File: src/rtl/eeprom_cmd_sched.sv
`timescale 1ns/1ps
`default_nettype none
// ============================================================================
// eeprom_cmd_sched : UART command parser and I2C EEPROM request scheduler
//                    with write-cycle (tWR) hold-off and completion timeout.
// Revision: 1.0
// ============================================================================

module eeprom_cmd_sched #(
  parameter int SYS_CLK     = 50_000_000,
  parameter int TWR_US      = 5000,
  parameter int TIMEOUT_CYC = 1_000_000
) (
  input  logic       clk,
  input  logic       rst_n,
  input  logic [7:0] rx_data,
  input  logic       rx_valid,
  output logic [7:0] tx_data,
  output logic       tx_valid,
  input  logic       tx_ready,
  output logic       i2c_wr,
  output logic       i2c_rd,
  output logic [7:0] i2c_addr,
  output logic [7:0] i2c_wdata,
  input  logic       i2c_done,
  input  logic       i2c_ack_err,
  input  logic [7:0] i2c_rdata,
  output logic       busy,
  output logic       rx_overrun
);

  localparam int TWR_CYC = SYS_CLK / 1_000_000 * TWR_US;
  localparam int TWR_W   = $clog2(TWR_CYC + 1);
  localparam int TO_W    = $clog2(TIMEOUT_CYC + 1);

  localparam logic [TWR_W-1:0] TWR_LOAD = TWR_W'(TWR_CYC);
  localparam logic [TO_W-1:0]  TO_LAST  = TO_W'(TIMEOUT_CYC - 1);

  localparam logic [7:0] OP_WR    = 8'h57;
  localparam logic [7:0] OP_RD    = 8'h52;
  localparam logic [7:0] RSP_OK   = 8'h4B;
  localparam logic [7:0] RSP_NACK = 8'h45;
  localparam logic [7:0] RSP_TO   = 8'h54;
  localparam logic [7:0] RSP_BAD  = 8'h3F;

  typedef enum logic [2:0] {
    S_IDLE      = 3'd0,
    S_GET_ADDR  = 3'd1,
    S_GET_DATA  = 3'd2,
    S_ISSUE     = 3'd3,
    S_WAIT_DONE = 3'd4,
    S_RESP      = 3'd5
  } state_e;

  state_e           state_q, state_d;
  logic             is_wr_q, is_wr_d;
  logic [7:0]       addr_q, addr_d;
  logic [7:0]       wdata_q, wdata_d;
  logic [7:0]       tx_data_q, tx_data_d;
  logic [TWR_W-1:0] twr_cnt_q, twr_cnt_d;
  logic [TO_W-1:0]  to_cnt_q, to_cnt_d;
  logic             wr_pulse_q, wr_pulse_d;
  logic             rd_pulse_q, rd_pulse_d;
  logic             overrun_q, overrun_d;
  logic             req_pulse;

  assign req_pulse = wr_pulse_q | rd_pulse_q;

  always_comb begin
    state_d    = state_q;
    is_wr_d    = is_wr_q;
    addr_d     = addr_q;
    wdata_d    = wdata_q;
    tx_data_d  = tx_data_q;
    to_cnt_d   = to_cnt_q;
    wr_pulse_d = 1'b0;
    rd_pulse_d = 1'b0;
    overrun_d  = 1'b0;
    // tWR countdown runs regardless of state; a good write reloads it below
    twr_cnt_d  = (twr_cnt_q != '0) ? twr_cnt_q - TWR_W'(1) : '0;

    case (state_q)
      S_IDLE: begin
        if (rx_valid) begin
          if (rx_data == OP_WR) begin
            is_wr_d = 1'b1;
            state_d = S_GET_ADDR;
          end else if (rx_data == OP_RD) begin
            is_wr_d = 1'b0;
            state_d = S_GET_ADDR;
          end else begin
            tx_data_d = RSP_BAD;
            state_d   = S_RESP;
          end
        end
      end

      S_GET_ADDR: begin
        if (rx_valid) begin
          addr_d  = rx_data;
          state_d = is_wr_q ? S_GET_DATA : S_ISSUE;
        end
      end

      S_GET_DATA: begin
        if (rx_valid) begin
          wdata_d = rx_data;
          state_d = S_ISSUE;
        end
      end

      S_ISSUE: begin
        overrun_d = rx_valid;
        if (twr_cnt_q == '0) begin
          wr_pulse_d = is_wr_q;
          rd_pulse_d = ~is_wr_q;
          to_cnt_d   = '0;
          state_d    = S_WAIT_DONE;
        end
      end

      S_WAIT_DONE: begin
        overrun_d = rx_valid;
        if (i2c_done) begin
          if (i2c_ack_err) begin
            tx_data_d = RSP_NACK;
          end else if (is_wr_q) begin
            tx_data_d = RSP_OK;
            twr_cnt_d = TWR_LOAD;
          end else begin
            tx_data_d = i2c_rdata;
          end
          state_d = S_RESP;
        end else if (!req_pulse && to_cnt_q == TO_LAST) begin
          tx_data_d = RSP_TO;
          state_d   = S_RESP;
        end else if (!req_pulse) begin
          // counting starts the cycle after the request pulse
          to_cnt_d = to_cnt_q + TO_W'(1);
        end
      end

      S_RESP: begin
        overrun_d = rx_valid;
        if (tx_ready) begin
          state_d = S_IDLE;
        end
      end

      default: begin
        state_d = S_IDLE;
      end
    endcase
  end

  always_ff @(posedge clk or negedge rst_n) begin
    if (!rst_n) begin
      state_q    <= S_IDLE;
      is_wr_q    <= 1'b0;
      addr_q     <= '0;
      wdata_q    <= '0;
      tx_data_q  <= '0;
      twr_cnt_q  <= '0;
      to_cnt_q   <= '0;
      wr_pulse_q <= 1'b0;
      rd_pulse_q <= 1'b0;
      overrun_q  <= 1'b0;
    end else begin
      state_q    <= state_d;
      is_wr_q    <= is_wr_d;
      addr_q     <= addr_d;
      wdata_q    <= wdata_d;
      tx_data_q  <= tx_data_d;
      twr_cnt_q  <= twr_cnt_d;
      to_cnt_q   <= to_cnt_d;
      wr_pulse_q <= wr_pulse_d;
      rd_pulse_q <= rd_pulse_d;
      overrun_q  <= overrun_d;
    end
  end

  assign tx_data    = tx_data_q;
  assign tx_valid   = (state_q == S_RESP);
  assign i2c_wr     = wr_pulse_q;
  assign i2c_rd     = rd_pulse_q;
  assign i2c_addr   = addr_q;
  assign i2c_wdata  = wdata_q;
  assign busy       = (state_q != S_IDLE);
  assign rx_overrun = overrun_q;

endmodule

`default_nettype wire

File: config.mk
export PLATFORM = sky130hd
export DESIGN_NAME = eeprom_cmd_sched
export DESIGN_NICKNAME = d
export VERILOG_FILES = /design/src/rtl/eeprom_cmd_sched.sv
export SDC_FILE = /design/constraint.sdc
export NUM_CORES = 1
export LEC_CHECK = 0
export ABC_AREA = 1
export ABC_CLOCK_PERIOD_IN_PS = 2100
export CAP_MARGIN = 20
export CORE_MARGIN = 1.5
export CORE_UTILIZATION = 56
export DETAILED_ROUTE_END_ITERATION = 6
export PLACE_DENSITY = 0.78
export SLEW_MARGIN = 30
export SYNTH_ARGS = -nofsm -noshare
export SYNTH_HDL_FRONTEND = slang
export SYNTH_SLANG_ARGS = --single-unit
File: constraint.sdc
create_clock -name clk -period 2.1 [get_ports clk]
set_input_delay 0.42 -clock clk [delete_from_list [all_inputs] [get_ports clk]]
set_output_delay 0.42 -clock clk [all_outputs]
set_load 0.1 [all_outputs]
==> out/results.ini, run 1 <==
[power_and_ir_drop]
p_total_w=0.00664
ir_worst_vdd_mv=1.41
p_leak_nw=2.24
p_per_area_nw_per_um2=1400

[drt]
wl_per_cell_um=12.4
drcViolationCount=0
wirelength_um=8660
ant_nets=0
vias_per_cell=5.16
first_pass_iters=4
drt_iter0_drc=185
vias=3600

[layout]
antenna_cells=0
fillers=567
syn2layout_area_growth_pct=21.1
fin_nets=620
regArea_um2=1730
layout-drive-gt1-share=0.170
multi_input_area_um2=1940

[yosys]
avgSynthCellArea_um2=7.36
ys_ff_latch=69
synth_mux_area_frac=0
ys_top_cells_by_area=dfrtp_1 (44%), nand2_1 (15%), nor2_1 (7.4%)
post_synth_fa_ha_maj_area_fraction=0.00638
syn_area_um2=3930
synth-warning-count=0
netlist_instances=533
synth_xor_area_frac=0.0402
yosysTopAreaCell=dfrtp_1
yosysSeqAreaShare=0.440
synth_cell_type_count=29
synth_top_area_share=0.440
synthSimpleGateAreaFrac=0.393
synth_top_family_by_area=simple AND/OR/NAND/NOR gates
synth-compound-area-share=0.0523
syn_nets=557

[grt]
antenna_found_initial=0
grt_use_total=0.253
grt_pass1_wl_um=15000
gr-total-overflow=0
grt_pass1_vias=3508
grt_max_degree=52

[floorplanning]
io_pins=51
initial_core_util=0.578
die_area_um2=7520
die-height_um=86.7
rows=30
coreArea_um2=6790
die_w_um=86.7

[timing]
setup_slack_ns=0.144
finalCritPeriodShare=0.932
finalCriticalPeriod_ns=1.96
finalSetupViolCount=0
fmax_mhz=511
max_slew_margin=0.696
maxSlewViolCount=0
final_hold_viol_count=0
setup_tns_ns=0
skew_ns=0.0132
worst_pin_slew_ns=0.456
rsz0062_at_grt=false

[critical_path]
critical_path.max_fanout=6
cp-end-kind=primary output
timing.rr.start=twr_cnt_q[0]
start_kind=register
critical_path_arrival_ns=1.54
cp_data_required_time_ns=1.68
startpoint=state_q[1]
worstSetupPathType=reg2out

[clocking]
clock-sinks=69
cts.clk_slew.worst_paths_ns=0.08
cts_setup_buffers=0
clockBufferDepth=2
cts_buffers=9
clock-root-buffer=clkbuf_8
holdBufCountCts=0
clk_latency_ns=0.36
cts_tree=built
htree_num_levels=3

[flow_run]
maxCapViolCount=0

[outcome]
status=finished, final reports clean

[worst_hold_path]
hp-class=in2async

[placed_design]
io_buffer_count=50
gp_congestion=0.942
dpl.hpwl_um=6350
dp_worst_setup_slack_ns=0.0271

==> synth_stat cells <==
library cell    n
clkinv_1        2
nand3_2         5
xor2_1         10
buf_6           2
inv_2           5
ha_1            2
xnor2_1         8
inv_1          40
nor2_2          5
nor2_4          4
dfrtp_1        69
nand2_2        18
o21bai_1        3
clkbuf_1        5
clkbuf_4        1
nand4_1        17
buf_2           4
nor2_1         77
o21ai_0        25
o21ai_1         3
clkinv_4        1
buf_8           1
nor3_1         10
nand3_1        43
a21oi_1         7
nand3b_1        2
nand2_4         2
o211ai_1        1
nand2_1       161
==> path summary, 6_finish.rpt <==
check / end / slack, ns / cells past startpoint
setup / recovery: busy / 0.14 / 5
hold / removal: to_cnt_q[12] / 0.008 / 1
setup reg to reg: to_cnt_q[6] / 0.23 / 11
hold reg to reg: twr_cnt_q[0] / 0.47 / 1
max in group asynchronous: state_q[2] / 1.48 / 2
min in group clk: twr_cnt_q[0] / 0.47 / 1
==> power by group <==
part | switching (W) | internal (W)
Clock | 0.000566 | 0.000566
Sequential | 0.000262 | 0.00167
Combinational | 0.00273 | 0.000840
Total | 0.00356 | 0.00308
==> area by class of cell <==
type	count	area share
timing repair buffer	65	0.121
multi-input combinational	403	0.408
tap	96	0.0253
clock inverter	7	0.0176
inverter	48	0.0390
sequential	69	0.363
clock buffer	9	0.0261
==> logic make-up (layout without fill, tap and decap cells) <==
group | count (synthesis) | after routing
AO/OA/AOI/OAI | 39 | 39
XOR/XNOR | 18 | 18
adder cells (fa/ha/maj) | 2 | 2
buffers and inverters | 61 | 129
flip-flops | 69 | 69
AND/OR/NAND/NOR | 344 | 344
==> critical path: stages (launching register included) <==
cell     delay [ns]
dfrtp_1        0.44
nor2_1         0.21
inv_2          0.08
nor2_2         0.18
inv_1          0.10
buf_12         0.17
==> state kept, by name (all words and copies together) (netlist names) <==
register    count
i2c_wr          1
to_cnt_q       20
rx_overrun      1
is_wr_q         1
i2c_addr        8
state_q         3
i2c_rd          1
tx_data         8
i2c_wdata       8
twr_cnt_q      18
==> placed cells by master (no fill, tap or decap), drive strengths merged, types with 8 or more instances in the layout <==
| cell type | count |
|---|---|
| nand2 | 181 |
| xnor2 | 8 |
| buf | 45 |
| clkdlybuf4s50 | 20 |
| nor2 | 86 |
| inv | 47 |
| nand3 | 48 |
| clkbuf | 9 |
| nor3 | 10 |
| nand4 | 17 |
| xor2 | 10 |
| dfrtp | 69 |
| o21ai | 28 |
==> routing by layer <==
metal / wire length (µm) / GRT usage
met2: 4190 / 0.425
met1: 4080 / 0.325
met3: 274 / 0.0400
met5: 0 / 0
met4: 114 / 0.106
==> per-stage QoR <==
step	utilization	area [µm²]	instances	hold slack, ns
after floorplan	-	3930	533	0.124
after global placement	0.668	4540	681	0.389
after global routing	0.700	4750	697	0.0299
after detailed placement	0.668	4540	681	0.392
final	0.700	4750	697	0.00837
after CTS	0.698	4740	697	0.0128
==> timing repair <==
| action | in CTS | in global routing |
|---|---|---|
| gates resized for setup | 0 | 1 |
| endpoints found under the setup margin | 0 | 2 |
| endpoints found under the hold margin | 0 | 0 |
(Power assumes the default switching activity.)
==> run 2, diff against run 1 <==
--- a/config.mk
+++ b/config.mk
@@ -8,8 +8,10 @@
 export ABC_AREA = 1
 export ABC_CLOCK_PERIOD_IN_PS = 2100
 export CAP_MARGIN = 20
+export CELL_PAD_IN_SITES_DETAIL_PLACEMENT = 2
+export CELL_PAD_IN_SITES_GLOBAL_PLACEMENT = 2
 export CORE_MARGIN = 1.5
-export CORE_UTILIZATION = 56
+export CORE_UTILIZATION = 32
 export DETAILED_ROUTE_END_ITERATION = 6
 export PLACE_DENSITY = 0.78
 export SLEW_MARGIN = 30
==> run 2 against run 1 <==
Maximum frequency grew 0.15%. Register-to-register slack lost 0.07 ns. Design area increased by 4.9%. Total power increased by 12%. Sequential share of layout area down 1.7 points. Count of clock-buffer cells in the layout increased by 2. First-iteration DRC count shrank 41%. Critical path depth stayed put. Clock skew shrank 0.0081 ns. Clock power rose by 60%. Final cell count up 7.9%. Hold slack improved by 0.086 ns.
==> out/results.ini, run 2 (synthesis gave the netlist of run 1 again) <==
[clocking]
cts_setup_buffers=0  ; unchanged
cts_buffers=9  ; unchanged
cts_resized=0  ; unchanged
clockBufferDepth=2  ; unchanged
htree_num_levels=3  ; unchanged
clock-root-buffer=clkbuf_16  ; was clkbuf_8
holdBufCountCts=0  ; unchanged
clk_latency_ns=0.34  ; was 0.36 ns
clock-sinks=69  ; unchanged
cts_tree=built  ; unchanged
cts.clk_slew.worst_paths_ns=0.06  ; was 0.08 ns

[grt]
grt_max_degree=70  ; was 52
antenna_found_initial=0  ; unchanged
grt_use_total=0.208  ; was 0.253
grt_pass1_wl_um=21100  ; was 15,000 µm
gr-total-overflow=0  ; unchanged
grt_pass1_vias=4201  ; was 3,508

[layout]
layout-drive-gt1-share=0.174  ; was 0.170
fin_nets=624  ; was 620
antenna_cells=0  ; unchanged
utilization=0.415  ; was 0.700
reg.largest.list=to_cnt_q (20), twr_cnt_q (18)  ; unchanged
largest-register=to_cnt_q  ; unchanged
largest_register_ffs=20  ; unchanged
layout_common_cells=nand2_1 (161), nor2_1 (76), dfrtp_1 (69)  ; unchanged
final_common_cell=nand2_1  ; unchanged
syn2layout_area_growth_pct=27.1  ; was 21.1%

[critical_path]
critical_path.max_fanout=6  ; unchanged
start_kind=register  ; unchanged
rr_endpoint=to_cnt_q[8]  ; was to_cnt_q[6]
worstSetupPathType=reg2out  ; unchanged
rr_worst_depth=11  ; unchanged
critical_path_arrival_ns=1.53  ; was 1.54 ns
reg2reg_slack_ns=0.16  ; was 0.23 ns
cp-end-kind=primary output  ; unchanged
startpoint=state_q[1]  ; unchanged
cp-endpoint=busy  ; unchanged
cp_data_required_time_ns=1.68  ; about the same
timing.rr.start=twr_cnt_q[0]  ; unchanged

[drt]
ant_nets=0  ; unchanged
wl_per_cell_um=16.5  ; was 12.4 µm
vias=3743  ; was 3,600
drt_iter0_drc=110  ; was 185
vias_per_cell=4.98  ; was 5.16
drcViolationCount=0  ; unchanged
wirelength_um=12400  ; was 8660 µm
first_pass_iters=4  ; unchanged

[worst_hold_path]
hp-class=in2async  ; unchanged

[power_and_ir_drop]
p_total_w=0.00745  ; was 0.00664 W
p_per_area_nw_per_um2=1490  ; was 1400 nW/µm²
p_leak_nw=2.33  ; was 2.24 nW
ir_worst_vdd_mv=1.35  ; was 1.41 mV

[floorplanning]
initial_core_util=0.327  ; was 0.578
io_pins=51  ; unchanged
coreArea_um2=12000  ; was 6790 µm²
die-height_um=114  ; was 86.7 µm
die_area_um2=12900  ; was 7520 µm²
rows=40  ; was 30
die_w_um=114  ; was 86.7 µm

[timing]
worst_pin_slew_ns=0.426  ; was 0.456 ns
max_slew_margin=0.715  ; was 0.696
finalSetupViolCount=0  ; unchanged
finalCriticalPeriod_ns=1.95  ; was 1.96 ns
fmax_mhz=512  ; was 511 MHz
maxSlewViolCount=0  ; unchanged
skew_ns=0.00507  ; was 0.0132 ns
holdWs_ns=0.0945  ; was 0.00837 ns
final_hold_viol_count=0  ; unchanged
rsz0062_at_grt=false  ; unchanged
finalCritPeriodShare=0.930  ; was 0.932

[placed_design]
gp_congestion=0.781  ; was 0.942
io_buffer_count=50  ; unchanged
dpl.hpwl_um=8910  ; was 6350 µm

[flow_run]
maxCapViolCount=0  ; unchanged

[outcome]
status=finished, final reports clean  ; unchanged

[run 2: cell count changes in the layout (fill, tap and decap cells not counted)]
cell	delta
inv_8	-1
clkinv_4	-3
clkbuf_16	+9
bufinv_16	+2
clkbuf_8	-8
buf_4	+4
clkbuf_1	+1
[run 2: worst min path at each step]
stage                       startpoint           end  slack (ns)  cells after the start
after CTS                        rst_n    tx_data[5]        0.12                      2
after detailed placement  twr_cnt_q[0]  twr_cnt_q[0]        0.45                      1
after global placement    twr_cnt_q[0]  twr_cnt_q[0]        0.45                      1
after floorplan                  rst_n   i2c_addr[0]        0.12                      0
after global routing             rst_n    tx_data[5]        0.13                      2
final                            rst_n    tx_data[5]        0.09                      2
[run 2: critical path, stage by stage (launching register included)]
cell,delay [ns]
dfrtp_1,0.44
nor2_1,0.22
inv_2,0.09
nor2_2,0.17
inv_1,0.10
buf_12,0.17
[run 2: metrics by stage]
stage	TNS (ns)	setup WS [ns]	std cells	instance area [µm²]
after global routing	0	0.00288	752	4990
after global placement	-0.0826	-0.0140	736	4630
after detailed placement	-0.447	-0.0979	736	4630
final	0	0.147	752	4990
after CTS	0	0.0691	752	4980
after floorplan	0	0.120	533	3930
[run 2: layout make-up]
cell class,instances,area [µm²]
multi-input combinational,403,1940
clock inverter,5,106
inverter,48,185
tap,147,184
clock buffer,11,243
timing repair buffer,69,603
fill,1415,7020
sequential,69,1730
[run 2: where the power goes]
group	switching (W)	internal, W	leakage, nW	total (W)
logic	0.00285	0.000843	1.30	0.00370
registers	0.000277	0.00167	0.868	0.00195
clock network	0.000609	0.00120	0.166	0.00181
total	0.00374	0.00371	2.33	0.00745
[run 2: metal layers]
metal	up-vias	global-route usage	routed length [µm]	part of all wire
met2	30	0.376	6400	0.52
li1	1832	-	-	-
met1	1871	0.253	5600	0.45
met3	10	0.0271	236	0.019
met4	0	0.0725	182	0.015
met5	-	0	0	0
